==> src/rtl/mux2_arbiter.sv <==
// Two-requester round-robin arbiter driving a 2:1 mux into a one-entry output register.
// Latency: one cycle from the accepting edge to out_msg/out_val.
// Backpressure: both in*_rdy drop while out_val=1 and out_rdy=0; a same-cycle drain and refill is allowed.
module mux2_arbiter #(
    parameter int p_nbits = 8
) (
    input  logic               clk,
    input  logic               reset,
    input  logic               in0_val,
    output logic               in0_rdy,
    input  logic [p_nbits-1:0] in0_msg,
    input  logic               in1_val,
    output logic               in1_rdy,
    input  logic [p_nbits-1:0] in1_msg,
    output logic               out_val,
    input  logic               out_rdy,
    output logic [p_nbits-1:0] out_msg,
    output logic               sel,
    output logic [7:0]         grant_count
);

    logic               out_val_q;
    logic [p_nbits-1:0] out_msg_q;
    logic               prio_q;
    logic               sel_q;
    logic [7:0]         cnt_q;

    logic               can_accept;
    logic               grant0;
    logic               grant1;
    logic               any_grant;
    logic [p_nbits-1:0] mux_msg;

    // Grants are gated by reset so neither rdy can rise while reset is held low.
    always_comb begin
        can_accept = !out_val_q || out_rdy;
        grant0     = reset && can_accept && in0_val && (!in1_val || !prio_q);
        grant1     = reset && can_accept && in1_val && (!in0_val || prio_q);
        any_grant  = grant0 || grant1;
        sel        = any_grant ? grant1 : sel_q;
        mux_msg    = sel ? in1_msg : in0_msg;
    end

    assign in0_rdy     = grant0;
    assign in1_rdy     = grant1;
    assign out_val     = out_val_q;
    assign out_msg     = out_msg_q;
    assign grant_count = cnt_q;

    always_ff @(posedge clk or negedge reset) begin
        if (!reset) begin
            out_val_q <= 1'b0;
            out_msg_q <= '0;
            prio_q    <= 1'b0;
            sel_q     <= 1'b0;
            cnt_q     <= 8'd0;
        end else if (any_grant) begin
            out_val_q <= 1'b1;
            out_msg_q <= mux_msg;
            prio_q    <= !grant1;
            sel_q     <= grant1;
            cnt_q     <= cnt_q + 8'd1;
        end else if (out_val_q && out_rdy) begin
            out_val_q <= 1'b0;
        end
    end

endmodule

==> config.mk <==
export PLATFORM = sky130hd
export DESIGN_NAME = mux2_arbiter
export DESIGN_NICKNAME = d
export VERILOG_FILES = /design/src/rtl/mux2_arbiter.sv
export SDC_FILE = /design/constraint.sdc
export NUM_CORES = 1
export LEC_CHECK = 0
export ABC_AREA = 1
export ABC_CLOCK_PERIOD_IN_PS = 1550
export BUFFER_PORTS_ARGS = -buffer_cell sky130_fd_sc_hd__buf_2
export CAP_MARGIN = 20
export CELL_PAD_IN_SITES_DETAIL_PLACEMENT = 0
export CELL_PAD_IN_SITES_GLOBAL_PLACEMENT = 1
export CORE_MARGIN = 2
export CORE_UTILIZATION = 33
export CTS_BUF_LIST = sky130_fd_sc_hd__clkbuf_16
export DETAILED_ROUTE_END_ITERATION = 12
export PLACE_DENSITY_LB_ADDON = 0.2
export SYNTH_ARGS = -nofsm -noshare
export SYNTH_HDL_FRONTEND = slang
export SYNTH_SLANG_ARGS = --single-unit
==> constraint.sdc <==
create_clock -name clk -period 1.55 [get_ports clk]
set_clock_uncertainty 0.15 [all_clocks]
set_input_delay 0.465 -clock clk [delete_from_list [all_inputs] [get_ports clk]]
set_output_delay 0.465 -clock clk [all_outputs]
set_load 0.1 [all_outputs]
**Word-level counts from Yosys, hierarchy flattened**

Index checks and enable logic that the tools add are counted.

- Register bits after elaboration: 19
- Input bits: 21
- Output and inout port bits: 20
- Logic and storage cells: 26

- Add/subtract/negate cells: 1
- Mux-type cells: 4
- Reductions and logical operators: 16

Operators with widths:

| cell | number |
|---|---|
| adder 8 x 1 -> 8 bit (second input constant) | 1 |
| 2-to-1 mux 8 bit | 1 |
| logical AND 1 bit | 6 |
| zero test 1 bit | 5 |
| logical OR 1 bit | 4 |
| 2-to-1 mux 1 bit | 3 |
| nonzero test 2 bit | 1 |

**Longest topological paths before layout**

Gate-level depths: netlist (run 1).

- Depth in word-level cells: 8
- Depth in mapped cells: 8
- Mapped depth without buffers: 8

**Worst setup path before layout (run 1)**

OpenSTA, ideal clock, no wires.

- Kind: reg2out
- Start: register out_val_q, in the netlist out_val
- End: output in0_rdy
- Arrival time: 1.854 ns
- Required time: 0.935 ns
- Slack: -0.919 ns
- Cell stages (with the launch flop): 5
- Buffers on the path: 1
- Cell sequence: dfrtp_1 nand2_1 nand4_1 buf_2 inv_1

- Word-level cells in the longest chain between the ends: 5

Ends and longest elaborated chain:

| item | RTL line | RTL |
|---|---|---|
| from (decl) | 22 | `logic out_val_q;` |
| from (signal assigned) | 52 | `out_val_q <= 1'b0;` |
| from (signal assigned) | 58 | `out_val_q <= 1'b1;` |
| from (signal assigned) | 64 | `out_val_q <= 1'b0;` |
| zero test 1 bit | 36 | `can_accept = !out_val_q \|\| out_rdy;` |
| logical OR 1 bit | 36 |  |
| logical AND 1 bit (3 in series) | 37 | `grant0 = reset && can_accept && in0_val && (!in1_val \|\| !prio_q);` |
| to (decl) | 10 | `output logic in0_rdy,` |

No other way between the ends.

**Final worst setup path (run 1)**

- Start: register out_val_q, in the netlist out_val
- End: output sel

- Word-level cells in the longest chain between the ends: 7
- Elaborated cells between the ends (all ways): 9
- Those cells by class: 1 x mux; 8 x reduce/logical

Ends and longest elaborated chain:

| item | RTL line | RTL |
|---|---|---|
| zero test 1 bit (*) | 36 |  |
| logical OR 1 bit (*) | 36 |  |
| logical AND 1 bit (*) | 37, 38 |  |
| logical AND 1 bit (on tied branches) (2 in series) | 37, 38 |  |
| logical OR 1 bit | 39 | `any_grant = grant0 \|\| grant1;` |
| 2-to-1 mux 1 bit (*) | -- |  |
| to (decl) | 18 | `output logic sel,` |

Mark *: on every way between the ends. The rest lies on a longest branch, timed or not.

==> impl_metrics.toml, run 1 <==
[timing]
finalCritPeriodShare_pct = 126
relSlewSlack_pct = 81.3
finalWorstPathRequiredPeriod_ns = 1.95
worst_slew_pin_slew_ns = 0.280
rsz0062_at_grt = "true"
clock.fmax_ghz = 0.512
final.setup.worst_slack_ns = -0.404
finalHoldViolations = 0
fin_hold_ws_ns = 0.117
maxSlewViolCount = 0
setup_viol_count_final = 17

[floorplanning]
die_h_um = 61.9
die-width_um = 61.9
die_area_sq_mm = 0.00383
top_level_ports = 41
rows = 21
floorplan.initialDensity_pct = 33.6
fp.coreArea_sq_mm = 0.00328

[global_route]
globalRoute.totalOverflow = 0
gr-usage-met2_pct = 28.9
gr_util_all_layers_pct = 16.5
met3_usage_pct = 3.73
grt_pass1_vias = 1117
grt_pass1_wl_mm = 4.73
grt_antenna_before_repair = 0
busiest_layer = "met2"
global_route.usage.met1_pct = 21.5
pin_count_of_the_biggest_net_entering_global_routing = 14

[setup_path]
critical_path_data_arrival_time_ns = 1.34
critical_path_buf_inv_count = 2
timing.critical_path.from_type = "register"
path_cells = "a21boi_2 -> nand2_2 -> buf_12 -> nand2_8 -> buf_12"
timing.critical_path.fanout_max = 4
worst_setup_path_end_kind = "output port"
crit_path_top_delay_cell = "sky130_fd_sc_hd__dfrtp_4"
worst_setup_path_category = "register to output port"
cp_top_family = "flip-flops"
cp.required_ns = 0.93
timing.critical_path.mode_cell = "sky130_fd_sc_hd__buf_12"
critPathMaxStageDelay_ns = 0.49

[cts]
clock_path_buffers = 2
tritoncts_buffer_count = 3
clock_sinks = 19
cts.clk_slew.worst_paths_ns = 0.05
cts_htree_levels = 1
cts_tree = "built"
clockRootBuffer = "sky130_fd_sc_hd__clkbuf_16"
worst_skew_pair.late_latency_ns = 0.25

[route]
dr.pass1.iters = 4
drc_errors = 0
detailedRoute.firstIterationViolations = 14
average_via_count_per_standard_cell = 4.29
routed_wire_length_per_instance_um = 10.5
antenna_violating_nets_post_route = 0
routed_wl_mm = 2.77
vias = 1128

[cells_and_area]
core_util_final_pct = 60.7
num_antenna_cells = 0
fin_nets = 240
synthToLayoutAreaGrowth_pct = 80.5
share_of_final_layout_standard_cells_stronger_than_drive_strength_1_pct = 38.7
number_of_filler_cells_placed_in_the_layout = 297

[placed_design]
detailedPlacementHpwl_mm = 2.09
numPortBuffers = 40
gp_congestion = 0.755

[power]
pwr-share-comb_pct = 66.0
largest_vdd_supply_drop_uv = 1430
cellLeakagePower_nw = 1.04
switching_power_mw = 2.12
p_sw_share_pct = 50.3
power_per_cell_area_mw_per_mm2 = 2120
p_int_mw = 2.10
clock_power_share_pct = 12.4
sequentialPowerShare_pct = 21.6

[outcome]
failed_checks = "negative setup slack"
status = "finished, violations left"

[run]
maxCapViolCount = 0

[synthesis]
ys_seq_elements = 19
syn_area_sq_mm = 0.00110
yosys_warnings = 0
netlist.top_cell.by_area = "sky130_fd_sc_hd__dfrtp_1"
syn_inst = 155
synth_top_cells_by_area = "sky130_fd_sc_hd__dfrtp_1 (43%), sky130_fd_sc_hd__nand2_1 (18%), sky130_fd_sc_hd__inv_1 (10%), sky130_fd_sc_hd__nor2_1 (6.1%), sky130_fd_sc_hd__nand3b_1 (5.4%)"
synth_sequential_area_ratio_pct = 43.0
average_instance_area_after_synthesis_sq_um = 7.13
ys_types = 21
area_share_of_the_largest_cell_type_after_synthesis_pct = 43.0
number_of_nets_in_the_synthesized_netlist = 177

[min_path]
min-delay-path-class = "input port to async pin"
[metrics by stage]
stage          power (mW)  cell area (sq um)  worst slack, ns  std cells  setup TNS, ns
2_1_floorplan        2.56               1180           -0.420        155          -1.20
3_3_place_gp         3.56               1810           -0.294        250          -5.13
3_5_place_dp         3.59               1810           -0.326        250          -5.79
4_1_cts              4.26               2000           -0.429        264          -2.96
5_1_grt              4.42               1990           -0.447        263          -4.24
6_report             4.22               1990           -0.404        263          -2.39
[Yosys cell counts]
cell type and count:
sky130_fd_sc_hd__nand2_4 1, sky130_fd_sc_hd__xnor2_1 1, sky130_fd_sc_hd__o21ai_1 1, sky130_fd_sc_hd__nand3_1 3, sky130_fd_sc_hd__xor2_1 3, sky130_fd_sc_hd__buf_4 1
sky130_fd_sc_hd__nand4_1 4, sky130_fd_sc_hd__buf_6 2, sky130_fd_sc_hd__nor2_1 18, sky130_fd_sc_hd__o21ai_0 4, sky130_fd_sc_hd__nand3b_1 8, sky130_fd_sc_hd__a21boi_1 1
sky130_fd_sc_hd__inv_1 30, sky130_fd_sc_hd__inv_4 1, sky130_fd_sc_hd__dfrtp_1 19, sky130_fd_sc_hd__buf_2 1, sky130_fd_sc_hd__a21oi_1 2, sky130_fd_sc_hd__o21bai_1 1
sky130_fd_sc_hd__nand2_1 52, sky130_fd_sc_hd__ha_1 1, sky130_fd_sc_hd__inv_2 1
[worst register-to-register path, delay by kind of cell, from the launching register on]
kind	cells	cell delay, ns
AND/OR/NAND/NOR	5	0.33
AO/OA/AOI/OAI	1	0.14
flip-flops	1	0.49
buffers and inverters	3	0.42
[path summary, 6_finish.rpt]
| path | endpoint | slack (ns) | from | depth (start not counted) |
|---|---|---|---|---|
| max | sel | -0.40 | out_val$_DFFE_PN0P_ | 5 |
| min in group clk | out_msg[5]$_DFFE_PN0P_ | 0.36 | in0_msg[5] | 5 |
| min reg2reg | grant_count[4]$_DFFE_PN0P_ | 0.42 | grant_count[4]$_DFFE_PN0P_ | 2 |
| max reg2reg | out_msg[1]$_DFFE_PN0P_ | -0.10 | out_val$_DFFE_PN0P_ | 9 |
| max in group asynchronous | grant_count[1]$_DFFE_PN0P_ | 0.41 | reset | 3 |
| min | out_msg[0]$_DFFE_PN0P_ | 0.12 | reset | 3 |
[final cells by class]
cell class	count	area (sq um)	area share, %
well taps	46	57.6	2.89
flip-flops and latches	19	497	24.9
clock inverters	1	5.00	0.251
clock buffers	3	75.1	3.76
repair buffers	62	699	35.1
multi-input cells	100	520	26.1
inverters	32	140	7.03
[layout by cell type, fill, tap and decap left out, types with 4 or more instances in the layout]
cell and count:
sky130_fd_sc_hd__nor2_1 18, sky130_fd_sc_hd__nand2_1 49, sky130_fd_sc_hd__inv_1 29, sky130_fd_sc_hd__dfrtp_2 5, sky130_fd_sc_hd__buf_12 21, sky130_fd_sc_hd__o21ai_1 4, sky130_fd_sc_hd__buf_6 5, sky130_fd_sc_hd__nand3b_1 8
sky130_fd_sc_hd__dfrtp_4 4, sky130_fd_sc_hd__nand4_1 4, sky130_fd_sc_hd__dfrtp_1 10, sky130_fd_sc_hd__buf_2 20, sky130_fd_sc_hd__buf_4 15
[power by group through the flow]
| stage | Sequential (mW) | Clock [mW] | Combinational (mW) |
|---|---|---|---|
| global placement | 0.957 | 0 | 2.60 |
| floorplan | 2.00 | 0 | 0.563 |
| CTS | 0.912 | 0.534 | 2.82 |
| detailed placement | 0.968 | 0 | 2.62 |
| global route | 0.931 | 0.558 | 2.93 |
| finish | 0.910 | 0.525 | 2.79 |
[registers in the layout (all words and copies together), names as in the netlist]
| signal | cells |
|---|---|
| out_val | 1 |
| sel_q | 1 |
| grant_count | 8 |
| prio_q | 1 |
| out_msg | 8 |
[cells by family after synthesis]
| kind of cell | after synthesis | share of synthesized area [%] |
|---|---|---|
| compound gates | 9 | 4.53 |
| simple gates | 86 | 33.9 |
| flops | 19 | 43.0 |
| buf+inv | 36 | 14.3 |
| fa+ha+maj | 1 | 1.13 |
| xor+xnor | 4 | 3.17 |
[what timing repair did]
item | CTS | global route
resized for setup | 12 | 3
cloned | 1 | 0
buffers inserted | 8 | 1
hold endpoints to repair | 6 | 0
hold buffers | 1 | 0
endpoints found under the setup margin | 24 | 21
pin swaps | 9 | 0
[layer usage]
layer  part of all wire [%]  vias up  wire length, um
li1                       -      583                -
met3                    3.5        2               97
met2                     52       18             1440
met5                      0        -                0
met4                   0.29        0                8
met1                     44      525             1230
No activity file was read; power rests on OpenSTA's default activity.
==> run 2, diff against run 1 <==
--- a/config.mk
+++ b/config.mk
@@ -16,6 +16,7 @@
 export CTS_BUF_LIST = sky130_fd_sc_hd__clkbuf_16
 export DETAILED_ROUTE_END_ITERATION = 12
 export PLACE_DENSITY_LB_ADDON = 0.2
+export REMOVE_ABC_BUFFERS = 1
 export SYNTH_ARGS = -nofsm -noshare
 export SYNTH_HDL_FRONTEND = slang
 export SYNTH_SLANG_ARGS = --single-unit
==> run 2 against run 1 <==
The run still ends with negative setup slack left. Global-route usage fell by 1.5 points. Sequential share of layout area rose by 0.19 points. Clock power up 3%. Final area is 4.0% lower. Critical path depth unchanged. Critical path type unchanged. Largest power group unchanged.
==> impl_metrics.toml, run 2 (synthesis results as in run 1) <==
[setup_path]
timing.critical_path.fanout_max = 3
timing.critical_path.from_type = "register"
crit_path_top_delay_cell = "sky130_fd_sc_hd__dfrtp_1"
critical_path_data_arrival_time_ns = 1.23
path_cells = "nand2_2 -> nand2_1 -> o21bai_2 -> nand2_4 -> buf_12"
critPathMaxStageDelay_ns = 0.40
r2r_cells = 9
cp.required_ns = 0.93
worst_setup_path_category = "register to output port"
worst_setup_path_end_kind = "output port"

[cts]
cts_htree_levels = 1
worst_skew_pair.late_latency_ns = 0.25
clock_sinks = 19
cts.clk_slew.worst_paths_ns = 0.06
tritoncts_buffer_count = 3
cts-hold-fix-buffers = 0
clock_path_buffers = 2
clockRootBuffer = "sky130_fd_sc_hd__clkbuf_16"
cts_tree = "built"

[route]
antenna_violating_nets_post_route = 0
drc_errors = 0
routed_wire_length_per_instance_um = 10.3
detailedRoute.firstIterationViolations = 25
vias = 1137
routed_wl_mm = 2.73
dr.pass1.iters = 4
average_via_count_per_standard_cell = 4.31

[floorplanning]
die-width_um = 61.9
die_area_sq_mm = 0.00383
die_h_um = 61.9
floorplan.initialDensity_pct = 33.6
fp.coreArea_sq_mm = 0.00328
rows = 21
top_level_ports = 41

[placed_design]
detailedPlacementHpwl_mm = 2.04
place_area_sq_mm = 0.00173
numPortBuffers = 40
preCtsSetupSlack_ns = -0.341
gp_congestion = 0.750

[power]
cellLeakagePower_nw = 1.04
power_per_cell_area_mw_per_mm2 = 2130
largest_vdd_supply_drop_uv = 1220

[global_route]
pin_count_of_the_biggest_net_entering_global_routing = 13
grt_pass1_wl_mm = 4.35
gr_util_all_layers_pct = 15.0
globalRoute.totalOverflow = 0
grt_antenna_before_repair = 0
grt_pass1_vias = 1028

[timing]
finalCritPeriodShare_pct = 119
maxSlewViolCount = 0
final.setup.worst_slack_ns = -0.295
finalWorstPathRequiredPeriod_ns = 1.84
setup_viol_count_final = 20
total_negative_slack_ns = -2.16
worst_slew_pin_slew_ns = 0.250
clock.fmax_ghz = 0.542
relSlewSlack_pct = 83.3
rsz0062_at_grt = "true"
finalHoldViolations = 0

[cells_and_area]
synthToLayoutAreaGrowth_pct = 73.3
num_antenna_cells = 0
design_area_sq_mm = 0.00191
final_cell_mix = "sky130_fd_sc_hd__nand2_1 (49), sky130_fd_sc_hd__inv_1 (29), sky130_fd_sc_hd__buf_4 (20), sky130_fd_sc_hd__buf_2 (20), sky130_fd_sc_hd__buf_12 (20)"
number_of_filler_cells_placed_in_the_layout = 294
fin_nets = 241
mostFrequentLayoutCell = "sky130_fd_sc_hd__nand2_1"
share_of_final_layout_standard_cells_stronger_than_drive_strength_1_pct = 36.7

[outcome]
failed_checks = "negative setup slack"
status = "finished, violations left"

[run]
maxCapViolCount = 0

[min_path]
min-delay-path-class = "input port to async pin"
==> run 2: cell count changes in the layout (fill, tap and decap cells not counted), sizes merged <==
| cell | before | now |
|---|---|---|
| clkinv | 1 | 0 |
| buf | 61 | 63 |
| inv | 31 | 32 |
| dlygate4sd3 | 1 | 0 |
==> run 2: area by class of cell <==
| class | count | area (sq um) | area share, % |
|---|---|---|---|
| well taps | 46 | 57.6 | 3.01 |
| inverters | 32 | 123 | 6.41 |
| multi-input cells | 100 | 487 | 25.4 |
| flip-flops and latches | 19 | 480 | 25.1 |
| clock buffers | 3 | 75.1 | 3.92 |
| clock inverters | 1 | 7.51 | 0.392 |
| repair buffers | 63 | 684 | 35.8 |
==> run 2: report_power, final <==
group | total [mW] | switching (mW) | internal (mW)
Sequential | 0.910 | 0.231 | 0.679
Clock | 0.540 | 0.192 | 0.348
Combinational | 2.64 | 1.67 | 0.967
Total | 4.09 | 2.09 | 1.99
==> run 2: critical path, delay by kind of cell, from the launching register on <==
family | cells | cell delay (ns)
and+or+nand+nor | 3 | 0.22
buffers and inverters | 1 | 0.17
DFF | 1 | 0.40
AOI/OAI and AO/OA | 1 | 0.20
==> run 2: path summary, 6_finish.rpt <==
path	from	slack (ns)	endpoint
max reg2reg	out_val$_DFFE_PN0P_	-0.12	out_msg[5]$_DFFE_PN0P_
min reg2reg	grant_count[0]$_DFFE_PN0P_	0.40	grant_count[0]$_DFFE_PN0P_
min	reset	0.009	prio_q$_DFFE_PN0P_
min in group clk	in0_msg[0]	0.36	out_msg[0]$_DFFE_PN0P_
max in group asynchronous	reset	1.05	grant_count[3]$_DFFE_PN0P_
max	out_val$_DFFE_PN0P_	-0.29	sel
==> run 2: per-stage QoR <==
| stage | hold slack [ns] | std cells | total power, mW | util (%) |
|---|---|---|---|---|
| global route | 0.0184 | 264 | 4.28 | 58.3 |
| global placement | 0.279 | 251 | 3.46 | 52.8 |
| finish | 0.00922 | 264 | 4.09 | 58.3 |
| detailed placement | 0.276 | 251 | 3.49 | 52.8 |
| CTS | 0.0134 | 262 | 4.10 | 57.6 |
| floorplan | 0.0194 | 151 | 2.43 | - |
==> run 2: timing repair <==
action | CTS | global route
endpoints found under the setup margin | 7 | 22
gates cloned | 1 | 0
pin swaps | 5 | 1
resized for setup | 10 | 4
buffers inserted | 7 | 2
==> run 2: metal layers <==
metal,up-vias,track usage [%],wire length (um)
met3,2,2.90,107
met2,26,25.4,1350
met1,523,20.2,1260
met4,0,2.74,8
li1,586,-,-
met5,-,0,0
==> run 3, diff against run 2 <==
--- a/config.mk
+++ b/config.mk
@@ -11,11 +11,12 @@
 export CAP_MARGIN = 20
 export CELL_PAD_IN_SITES_DETAIL_PLACEMENT = 0
 export CELL_PAD_IN_SITES_GLOBAL_PLACEMENT = 1
+export CORE_ASPECT_RATIO = 0.8
 export CORE_MARGIN = 2
 export CORE_UTILIZATION = 33
 export CTS_BUF_LIST = sky130_fd_sc_hd__clkbuf_16
 export DETAILED_ROUTE_END_ITERATION = 12
-export PLACE_DENSITY_LB_ADDON = 0.2
+export PLACE_DENSITY_LB_ADDON = 0.15
 export REMOVE_ABC_BUFFERS = 1
 export SYNTH_ARGS = -nofsm -noshare
 export SYNTH_HDL_FRONTEND = slang
==> run 3 against run 2 <==
The flow still finishes with violations (negative setup slack). Via count shrank 1.8%. Largest power group unchanged. Die area hardly changed. Wire length up 9.3%. Critical path depth decreased by 1. Combinational power rose by 3%. Critical path type unchanged. Clock power is 2% lower. First-iteration DRC count increased to 2.9 times the previous value. Final area down 0.20%.
==> impl_metrics.toml, run 3 (synthesis results as in run 1) <==
[outcome]
status = "finished, violations left"
failed_checks = "negative setup slack"

[route]
routed_wire_length_per_instance_um = 11.6
dr.pass1.iters = 4
drc_errors = 0
average_via_count_per_standard_cell = 4.36
detailedRoute.firstIterationViolations = 72
antenna_violating_nets_post_route = 0
routed_wl_mm = 2.98
vias = 1117

[global_route]
global_route.usage.met1_pct = 25.2
grt_pass1_wl_mm = 4.95
grt_antenna_before_repair = 0
met3_usage_pct = 5.26
gr_util_all_layers_pct = 17.3
globalRoute.totalOverflow = 0
pin_count_of_the_biggest_net_entering_global_routing = 13
gr-usage-met2_pct = 25.7
busiest_layer = "met2"
grt_pass1_vias = 1075

[setup_path]
cp.required_ns = 0.93
timing.critical_path.from_type = "register"
timing.critical_path.fanout_max = 3
worst_setup_path_end_kind = "output port"
worst_setup_path_category = "register to output port"
critical_path_data_arrival_time_ns = 1.29

[cts]
cts_htree_levels = 1
tritoncts_buffer_count = 3
clockRootBuffer = "sky130_fd_sc_hd__clkbuf_16"
cts.clk_slew.worst_paths_ns = 0.06
clock_sinks = 19
clock_path_buffers = 2
cts_tree = "built"
worst_skew_pair.late_latency_ns = 0.25

[placed_design]
numPortBuffers = 40
detailedPlacementHpwl_mm = 2.18
post-place-cells = 247
preCtsSetupSlack_ns = -0.336
gp_congestion = 0.779

[timing]
finalHoldViolations = 0
relSlewSlack_pct = 86.2
final.setup.worst_slack_ns = -0.351
setup_viol_count_final = 17
maxSlewViolCount = 0
worst_slew_pin_slew_ns = 0.206
finalWorstPathRequiredPeriod_ns = 1.90
clock.fmax_ghz = 0.526
finalCritPeriodShare_pct = 123
rsz0062_at_grt = "true"

[power]
p_sw_share_pct = 51.1
largest_vdd_supply_drop_uv = 1210
pwr-share-comb_pct = 65.9
p_int_mw = 2.03
cellLeakagePower_nw = 1.04
sequentialPowerShare_pct = 21.4
clock_power_share_pct = 12.7
switching_power_mw = 2.12
power_per_cell_area_mw_per_mm2 = 2170

[cells_and_area]
number_of_non_filler_instances_in_the_completed_layout = 256
synthToLayoutAreaGrowth_pct = 72.9
mostFrequentLayoutCell = "sky130_fd_sc_hd__nand2_1"
fin_nets = 239
num_antenna_cells = 0
number_of_filler_cells_placed_in_the_layout = 284
share_of_final_layout_standard_cells_stronger_than_drive_strength_1_pct = 36.6
final_cell_mix = "sky130_fd_sc_hd__nand2_1 (47), sky130_fd_sc_hd__inv_1 (30), sky130_fd_sc_hd__buf_2 (21)"

[floorplanning]
die_area_sq_mm = 0.00383
die_h_um = 55.8
fp.coreArea_sq_mm = 0.00313
floorplan.initialDensity_pct = 35.3
rows = 18
die-width_um = 68.7
top_level_ports = 41

[min_path]
min-delay-path-class = "input port to async pin"

[run]
maxCapViolCount = 0
[run 3: cell type report]
class	count	area (sq um)	area share, %
Multi-Input combinational cell	100	510	26.7
Sequential cell	19	479	25.1
Clock buffer	3	75.1	3.93
Timing Repair Buffer	61	669	35.0
Inverter	32	123	6.42
Clock inverter	1	3.75	0.196
Tap cell	40	50.0	2.62
[run 3: repair_timing]
item,CTS,global route
pin swaps,5,2
resized for setup,13,5
gates cloned,1,0
endpoints found under the hold margin,1,0
hold buffers,1,0
setup endpoints to repair,22,22
setup buffers,4,2
[run 3: path summary, 6_finish.rpt]
kind	from	endpoint	slack, ns	cells past startpoint
worst max register to register	out_val$_DFFE_PN0P_	out_msg[3]$_DFFE_PN0P_	-0.08	8
worst min register to register	grant_count[4]$_DFFE_PN0P_	grant_count[4]$_DFFE_PN0P_	0.41	2
min in group clk	in0_msg[5]	out_msg[5]$_DFFE_PN0P_	0.35	5
worst min-delay path	reset	grant_count[3]$_DFFE_PN0P_	0.03	2
worst max-delay path	out_val$_DFFE_PN0P_	in0_rdy	-0.35	4
max in group asynchronous	reset	out_val$_DFFE_PN0P_	0.62	3
[run 3: worst max-delay path, cell delays in order (launching register included)]
cell                      delay [ns]
sky130_fd_sc_hd__dfrtp_1        0.42
sky130_fd_sc_hd__nand2_2        0.12
sky130_fd_sc_hd__nand4_1        0.19
sky130_fd_sc_hd__inv_2          0.13
sky130_fd_sc_hd__buf_12         0.17
[run 3: per-stage QoR]
step | utilization [%] | area [sq um] | hold slack (ns) | TNS, ns | total power, mW
after detailed placement | 55.6 | 1740 | 0.241 | -5.83 | 3.50
after CTS | 60.5 | 1890 | 0.0391 | -1.14 | 4.13
after floorplan | - | 1070 | 0.0194 | -15.57 | 2.43
final | 61.0 | 1910 | 0.0324 | -1.69 | 4.15
after global routing | 61.0 | 1910 | 0.0491 | -2.97 | 4.33
after global placement | 55.6 | 1740 | 0.245 | -4.91 | 3.47
[run 3: routing by layer]
layer,part of all wire [%],wire length [um]
met3,5.8,172
met4,0.47,14
met1,49,1450
met5,0,0
met2,45,1340
[run 3: power groups by stage]
stage / logic [mW] / registers (mW) / clock network (mW)
after floorplan: 0.489 / 1.94 / 0
after global placement: 2.59 / 0.881 / 0
after detailed placement: 2.61 / 0.891 / 0
after CTS: 2.71 / 0.884 / 0.534
after global routing: 2.85 / 0.914 / 0.566
final: 2.73 / 0.889 / 0.527
